File: src/rtl/load_scoreboard.sv
// Register scoreboard that tracks long-latency destination registers from issue to writeback.
// Latency: issue is visible in pending_vec after 1 cycle; a writeback releases a stall in the same cycle (bypass).
// Backpressure: issue_stall holds issue on a pending source, a full in-flight table, or a saturated rd counter.
module load_scoreboard #(
    parameter int MAX_INFLIGHT = 4,
    parameter int CNT_W        = 2
) (
    input  logic                              clk,
    input  logic                              rst,
    input  logic                              issue_valid,
    input  logic [4:0]                        issue_rs1_addr,
    input  logic [4:0]                        issue_rs2_addr,
    input  logic                              issue_uses_rs1,
    input  logic                              issue_uses_rs2,
    input  logic                              issue_writes_rd,
    input  logic [4:0]                        issue_rd_addr,
    output logic                              issue_stall,
    input  logic                              wb_valid,
    input  logic [4:0]                        wb_rd_addr,
    output logic [31:0]                       pending_vec,
    output logic [$clog2(MAX_INFLIGHT+1)-1:0] inflight_count,
    output logic                              full,
    output logic                              wb_err
);

    localparam int IW = $clog2(MAX_INFLIGHT + 1);
    localparam logic [IW-1:0]    MAX_IF  = IW'(MAX_INFLIGHT);
    localparam logic [CNT_W-1:0] CNT_MAX = '1;
    localparam logic [CNT_W-1:0] CNT_ONE = CNT_W'(1);

    logic [CNT_W-1:0] cnt [32];

    logic        wb_nz;
    logic        retire;
    logic        wb_illegal;
    logic        rd_track;
    logic        rs1_hit;
    logic        rs2_hit;
    logic        full_block;
    logic        sat_block;
    logic        accept;
    logic [31:0] inc_vec;
    logic [31:0] dec_vec;

    assign wb_nz      = wb_valid && (wb_rd_addr != 5'd0);
    assign retire     = wb_nz && (cnt[wb_rd_addr] != '0);
    assign wb_illegal = wb_nz && (cnt[wb_rd_addr] == '0);

    // A source is still pending unless its last outstanding writer retires this cycle.
    assign rs1_hit = issue_uses_rs1 && (issue_rs1_addr != 5'd0) && (cnt[issue_rs1_addr] != '0) &&
                     !(wb_valid && (wb_rd_addr == issue_rs1_addr) && (cnt[issue_rs1_addr] == CNT_ONE));
    assign rs2_hit = issue_uses_rs2 && (issue_rs2_addr != 5'd0) && (cnt[issue_rs2_addr] != '0) &&
                     !(wb_valid && (wb_rd_addr == issue_rs2_addr) && (cnt[issue_rs2_addr] == CNT_ONE));

    assign rd_track   = issue_writes_rd && (issue_rd_addr != 5'd0);
    assign full_block = (inflight_count == MAX_IF) && !retire;
    assign sat_block  = (cnt[issue_rd_addr] == CNT_MAX) && !(retire && (wb_rd_addr == issue_rd_addr));

    assign issue_stall = issue_valid && (rs1_hit || rs2_hit || (rd_track && (full_block || sat_block)));
    assign accept      = issue_valid && !issue_stall && rd_track;

    assign inc_vec = accept ? (32'd1 << issue_rd_addr) : 32'd0;
    assign dec_vec = retire ? (32'd1 << wb_rd_addr)    : 32'd0;

    always_ff @(posedge clk) begin
        if (rst) begin
            for (int i = 0; i < 32; i++) begin
                cnt[i] <= '0;
            end
            inflight_count <= '0;
            wb_err         <= 1'b0;
        end else begin
            for (int i = 1; i < 32; i++) begin
                if (inc_vec[i] && !dec_vec[i]) begin
                    cnt[i] <= cnt[i] + CNT_ONE;
                end else if (dec_vec[i] && !inc_vec[i]) begin
                    cnt[i] <= cnt[i] - CNT_ONE;
                end
            end
            if (accept && !retire) begin
                inflight_count <= inflight_count + IW'(1);
            end else if (retire && !accept) begin
                inflight_count <= inflight_count - IW'(1);
            end
            if (wb_illegal) begin
                wb_err <= 1'b1;
            end
        end
    end

    always_comb begin
        pending_vec = '0;
        for (int i = 1; i < 32; i++) begin
            pending_vec[i] = (cnt[i] != '0);
        end
    end

    assign full = (inflight_count == MAX_IF);

    // Stall logic is meant to make these unreachable; they catch a broken stall path.
    always_ff @(posedge clk) begin
        if (!rst) begin
            assert (!(accept && !(retire && wb_rd_addr == issue_rd_addr) && cnt[issue_rd_addr] == CNT_MAX))
                else $error("scoreboard counter overflow on rd %0d", issue_rd_addr);
            assert (!(retire && cnt[wb_rd_addr] == '0))
                else $error("scoreboard counter underflow on rd %0d", wb_rd_addr);
            assert (!(accept && !retire && inflight_count == MAX_IF))
                else $error("scoreboard inflight overflow");
            assert (!(retire && !accept && inflight_count == '0))
                else $error("scoreboard inflight underflow");
        end
    end

endmodule

File: config.mk
export PLATFORM = sky130hd
export DESIGN_NAME = load_scoreboard
export DESIGN_NICKNAME = d
export VERILOG_FILES = /design/src/rtl/load_scoreboard.sv
export SDC_FILE = /design/constraint.sdc
export NUM_CORES = 1
export LEC_CHECK = 0
export ABC_AREA = 1
export BUFFER_PORTS_ARGS = -buffer_cell sky130_fd_sc_hd__buf_2
export CAP_MARGIN = 20
export CORE_AREA = 2 2 160 162
export DETAILED_ROUTE_END_ITERATION = 7
export DIE_AREA = 0 0 162 164
export PLACE_DENSITY_LB_ADDON = 0.3
export SETUP_SLACK_MARGIN = 0.2
export SYNTH_ARGS = -nofsm -noshare
export SYNTH_HDL_FRONTEND = slang
export SYNTH_SLANG_ARGS = --single-unit
File: constraint.sdc
create_clock -name clk -period 7.7 [get_ports clk]
set_input_delay 2.31 -clock clk [delete_from_list [all_inputs] [get_ports clk]]
set_output_delay 2.31 -clock clk [all_outputs]
set_load 0.1 [all_outputs]
==> results of run 1 <==
registers in the layout, indices dropped and copies added (netlist names):
| name | flops |
|---|---|
| wb_err | 1 |
| inflight_count | 3 |
| cnt | 62 |
final cells by class:
type                            instances  area [sq um]  area share
Sequential cell                        66          1940       0.239
Clock inverter                          6          66.3     0.00815
Inverter                              165           619      0.0762
Tap cell                              330           413      0.0508
Clock buffer                           10           239      0.0294
Antenna cell                            1          2.50    0.000308
Multi-Input combinational cell        962          4460       0.548
Timing Repair Buffer                   73           390      0.0480
power groups by stage:
| stage | clock network, mW | logic [mW] | registers [mW] |
|---|---|---|---|
| 5_1_grt | 0.462 | 0.484 | 0.455 |
| 6_report | 0.441 | 0.451 | 0.452 |
| 4_1_cts | 0.447 | 0.445 | 0.451 |
| 3_3_place_gp | 0 | 0.443 | 0.458 |
| 3_5_place_dp | 0 | 0.443 | 0.459 |
| 2_1_floorplan | 0 | 0.322 | 0.468 |
stage by stage:
| step | hold slack [ns] | utilization | instance area [sq um] |
|---|---|---|---|
| after floorplan | 0.581 | - | 7370 |
| after global placement | 0.502 | 0.315 | 7830 |
| after detailed placement | 0.500 | 0.315 | 7830 |
| after CTS | 0.511 | 0.328 | 8130 |
| after global routing | 0.536 | 0.328 | 8130 |
| final | 0.508 | 0.328 | 8130 |
logic make-up (layout without fill, tap and decap cells):
group,after synthesis,count (layout)
DFF,66,66
xor gates and xnor gates,25,25
and+or+nand+nor,819,819
adders and majority gates,3,3
other,1,2
AOI/OAI and AO/OA,114,114
buffers and inverters,229,254
worst max-delay path, stage by stage:
cell and delay (ns):
buf_2 0.41, inv_1 0.38, nor2_1 0.38, nand2_1 0.09, nand3_1 0.08, nand2_1 0.05, nand2_1 0.05, nand3_1 0.08
nand3_1 0.11, nand3_1 0.09, nand2_1 0.08, nand3_2 0.07, a21boi_1 0.22, buf_2 0.48
final timing paths:
check	from	end	slack [ns]	depth (start not counted)
worst min-delay path	inflight_count[2]	inflight_count[2]	0.51	2
worst max-delay path	issue_rd_addr[0]	issue_stall	0.49	14
worst min register to register	inflight_count[2]	inflight_count[2]	0.51	2
worst max register to register	cnt[3][0]	inflight_count[2]	3.80	22
routing by layer:
| layer | track usage | up-vias | wire [microns] |
|---|---|---|---|
| li1 | - | 4108 | - |
| met1 | 0.326 | 3945 | 13100 |
| met2 | 0.358 | 488 | 13600 |
| met3 | 0.0336 | 74 | 3020 |
| met4 | 0.0949 | 0 | 1080 |
| met5 | 0 | - | 0 |
synthesized netlist by cell type, types with 3 or more instances:
| cell type | count | area [sq um] |
|---|---|---|
| nand2_1 | 394 | 1480 |
| xor2_1 | 24 | 210 |
| nor3_1 | 23 | 115 |
| nor2_4 | 3 | 33.8 |
| o21ai_1 | 4 | 20.0 |
| o21ai_0 | 33 | 165 |
| nand4_1 | 35 | 219 |
| clkbuf_1 | 20 | 75.1 |
| nand3b_1 | 3 | 22.5 |
| edfxtp_1 | 62 | 1860 |
| a21oi_1 | 66 | 330 |
| o22ai_1 | 5 | 31.3 |
| buf_6 | 5 | 56.3 |
| inv_2 | 18 | 67.6 |
| nor2_2 | 11 | 68.8 |
| nand3_1 | 187 | 936 |
| dfxtp_1 | 4 | 80.1 |
| or2_2 | 4 | 25.0 |
| buf_4 | 9 | 67.6 |
| nor2_1 | 143 | 537 |
| inv_1 | 145 | 544 |
| nor3_2 | 10 | 100 |
| buf_2 | 26 | 130 |
| buf_1 | 4 | 15.0 |
==> results.yml, run 1 <==
sta:
  relSlewSlack: 0.467
  fmax_mhz: 139
  slew_violations: 0
  setup_tns_ns: 0
  finalWorstSetupSlack_ns: 0.490
  finalHoldViolCount: 0
  skew_ns: 0.0217
  period_needed_ns: 7.21
  grt_setup_unrepaired: "no"
  finalCritPeriodShare: 0.936
  setup-violations-final: 0
  worstMarginPinSlew_ns: 0.800
cts:
  cts.sinks: 66
  h-tree-depth: 3
  cts-hold-fix-buffers: 0
  cts_made_buffers: 9
  clock_path_buffers: 2
  cts_repair_resize_count: 0
  clk_pin_slew_ns: 0.06
  root_buffer: "clkbuf_16"
  post-cts-setup-buffers: 0
  cts_tree: "built"
  insertion_delay_ns: 0.36
synth:
  synth_top_family_by_area: "simple AND/OR/NAND/NOR gates"
  synthCells: 1257
  synth_fa_ha_area_frac: 0.00612
  synthFlopType: "edfxtp_1"
  yosysWarnings: 0
  synthesis.area_sq_mm: 0.00736
  yosys.area_share.simple: 0.488
  synth_xor_area_frac: 0.0297
  yosysSeqAreaShare: 0.264
  synth_edf_count: 62
  ys_ff_latch: 66
  synthMuxAreaShare: 0
  synth-compound-area-share: 0.0807
  syn_avg_cell_area_sq_um: 5.86
  synth_cell_types: 39
  synth_fp_nets: 1287
  async_flop_share: 0
power_and_ir_drop:
  worst_ir_drop_vdd_mv: 0.104
  total_power_mw: 1.34
  p_comb_frac: 0.335
  cellPowerDensity_mw_per_mm2: 165
  power_frac_clock: 0.328
  switching_power_mw: 0.570
  p_int_mw: 0.775
  switching_share: 0.424
  p_seq_frac: 0.336
  power.leakage_nw: 3.88
critical_path:
  critPathLaunchType: "input port"
  cp.required_ns: 5.39
  crit_type: "input port to output port"
  crit_path_max_fanout: 29
  arrival_ns: 4.90
  end_kind: "output port"
place:
  port_buffers: 63
  gp_congestion: 0.973
  place_inst: 1596
  place_ws_ns: 0.552
  place_hpwl_microns: 23000
global_route:
  grt_first_pass_wirelength_microns: 46200
  grt_usage: 0.232
  grt_pass1_vias: 7857
  grt-ovfl-total: 0
  grt_start_max_net_pins: 60
  antenna_found_initial: 1
final_layout:
  fillers: 2825
  synthToLayoutAreaGrowth_pct: 10.5
  drive_gt1_frac: 0.111
  most-common-layout-cells: "nand2_1, nand3_1, inv_1"
  final_nets: 1307
  final_common_cell: "nand2_1"
  final-instance-count-excl-fill: 1613
die:
  start_util: 0.297
  coreArea_sq_mm: 0.0248
  die_w_microns: 162
  io_pins: 65
  die-area_sq_mm: 0.0266
  rows: 58
  die_y_microns: 164
hold_path:
  hold_class: "flop to flop"
detailed_routing:
  num_vias: 8615
  viasPerCell: 5.34
  firstDrtPassIters: 8
  drt-initial-drc-count: 1160
  wl_microns: 30900
  drcViolationCount: 0
  drtAntennaViolNets: 0
  wl_per_cell_microns: 19.1
run_status:
  outcome: "finished clean"
job:
  cap_viol_max_count: 0
No activity file was read; power rests on OpenSTA's default activity.
==> inputs of run 2 (changes only) <==
--- a/config.mk
+++ b/config.mk
@@ -8,9 +8,9 @@
 export ABC_AREA = 1
 export BUFFER_PORTS_ARGS = -buffer_cell sky130_fd_sc_hd__buf_2
 export CAP_MARGIN = 20
-export CORE_AREA = 2 2 160 162
+export CORE_AREA = 10 10 122 124
 export DETAILED_ROUTE_END_ITERATION = 7
-export DIE_AREA = 0 0 162 164
+export DIE_AREA = 0 0 132 134
 export PLACE_DENSITY_LB_ADDON = 0.3
 export SETUP_SLACK_MARGIN = 0.2
 export SYNTH_ARGS = -nofsm -noshare
==> results.yml, run 2 (synthesis results as in run 1) <==
global_route:
  grt_start_max_net_pins: 60
  grt_first_pass_wirelength_microns: 42200
  grt_usage: 0.296
  grt-ovfl-total: 0
  grt_pass1_vias: 7850
  antenna_found_initial: 0
detailed_routing:
  firstDrtPassIters: 6
  drtAntennaViolNets: 0
  viasPerCell: 6.01
  wl_microns: 27100
  drcViolationCount: 0
  drt-initial-drc-count: 1399
  num_vias: 8744
  wl_per_cell_microns: 18.6
sta:
  setup_tns_ns: 0
  fmax_mhz: 143
  finalCritPeriodShare: 0.908
  setup-violations-final: 0
  worstMarginPinSlew_ns: 0.736
  skew_ns: 0.00937
  grt_setup_unrepaired: "no"
  period_needed_ns: 6.99
  slew_violations: 0
  finalHoldViolCount: 0
  relSlewSlack: 0.509
final_layout:
  n_antenna_cell: 0
  largest_registers: "cnt x62, inflight_count x3, wb_err x1"
  top_register: "cnt"
  drive_gt1_frac: 0.111
  final_common_cell: "nand2_1"
  most-common-layout-cells: "nand2_1, nand3_1, inv_1"
  final-instance-count-excl-fill: 1455
  final_nets: 1308
  final_core_util: 0.637
  final_area_sq_mm: 0.00794
  synthToLayoutAreaGrowth_pct: 7.90
  largest_reg_flops: 62
place:
  place_inst: 1439
  place_hpwl_microns: 20600
  place_area_sq_mm: 0.00765
  gp_congestion: 1.03
  port_buffers: 63
die:
  rows: 41
  start_util: 0.590
  coreArea_sq_mm: 0.0125
  die_w_microns: 132
  die-area_sq_mm: 0.0177
  die_y_microns: 134
  io_pins: 65
cts:
  insertion_delay_ns: 0.35
  cts_made_buffers: 9
  post-cts-setup-buffers: 0
  cts.sinks: 66
  root_buffer: "clkbuf_16"
  clk_pin_slew_ns: 0.06
  h-tree-depth: 3
  cts_repair_resize_count: 0
  cts_tree: "built"
  cts-hold-fix-buffers: 0
  clock_path_buffers: 2
power_and_ir_drop:
  switching_share: 0.415
  switching_power_mw: 0.540
  worst_ir_drop_vdd_mv: 0.186
  power.leakage_nw: 3.88
  p_int_mw: 0.762
  p_seq_frac: 0.347
  cellPowerDensity_mw_per_mm2: 164
  p_comb_frac: 0.341
  power_frac_clock: 0.312
critical_path:
  crit_type: "input port to output port"
  crit_path_max_fanout: 29
  end_kind: "output port"
  arrival_ns: 4.68
  critPathLaunchType: "input port"
  cp.required_ns: 5.39
hold_path:
  hold_class: "flop to flop"
job:
  cap_viol_max_count: 0
run_status:
  outcome: "finished clean"
## run 2: layer usage
layer / wire length (microns) / share of wire / vias up / track usage
met5: 0 / 0 / - / 0
met4: 1070 / 0.039 / 0 / 0.125
met3: 3420 / 0.13 / 83 / 0.0639
met2: 12100 / 0.45 / 618 / 0.470
met1: 10500 / 0.39 / 3939 / 0.382
li1: - / - / 4104 / -
## run 2: through the flow
stage          hold WS [ns]  total power [mW]  setup slack, ns
6_report              0.486              1.30            0.710
5_1_grt               0.553              1.35            0.514
3_5_place_dp          0.463             0.889            0.816
4_1_cts               0.480              1.29            0.795
3_3_place_gp          0.459             0.887            0.886
2_1_floorplan         0.581             0.790            0.271
## run 2: final timing paths
path	start	to	slack, ns	depth (start not counted)
max reg2reg	cnt[1][0]	inflight_count[2]	3.89	20
max	issue_rd_addr[0]	issue_stall	0.71	15
min	wb_err	wb_err	0.49	2
min reg2reg	wb_err	wb_err	0.49	2
## run 2: power by group through the flow
| stage | Sequential [mW] | Clock [mW] | Combinational, mW |
|---|---|---|---|
| 2_1_floorplan | 0.468 | 0 | 0.322 |
| 3_3_place_gp | 0.456 | 0 | 0.431 |
| 3_5_place_dp | 0.456 | 0 | 0.433 |
| 4_1_cts | 0.449 | 0.402 | 0.435 |
| 5_1_grt | 0.453 | 0.416 | 0.478 |
| 6_report | 0.451 | 0.407 | 0.444 |
## run 2: area by class of cell
cell class,instances,area [sq um]
Multi-Input combinational cell,962,4460
Sequential cell,66,1940
Tap cell,172,215
Clock inverter,3,22.5
Inverter,165,619
Clock buffer,13,270
Fill cell,1298,4520
Timing Repair Buffer,74,413
## run 2: worst max-delay path, stage by stage
cell and delay (ns):
buf_2 0.25, inv_1 0.41, nand2_1 0.32, nor2_1 0.17
nor2_1 0.05, nand2_1 0.07, nand2_1 0.06, nand2_1 0.05
nand3_1 0.07, nand3_1 0.11, nand3_1 0.07, nand2_1 0.08
nand3_2 0.07, a21boi_1 0.34, buf_12 0.23
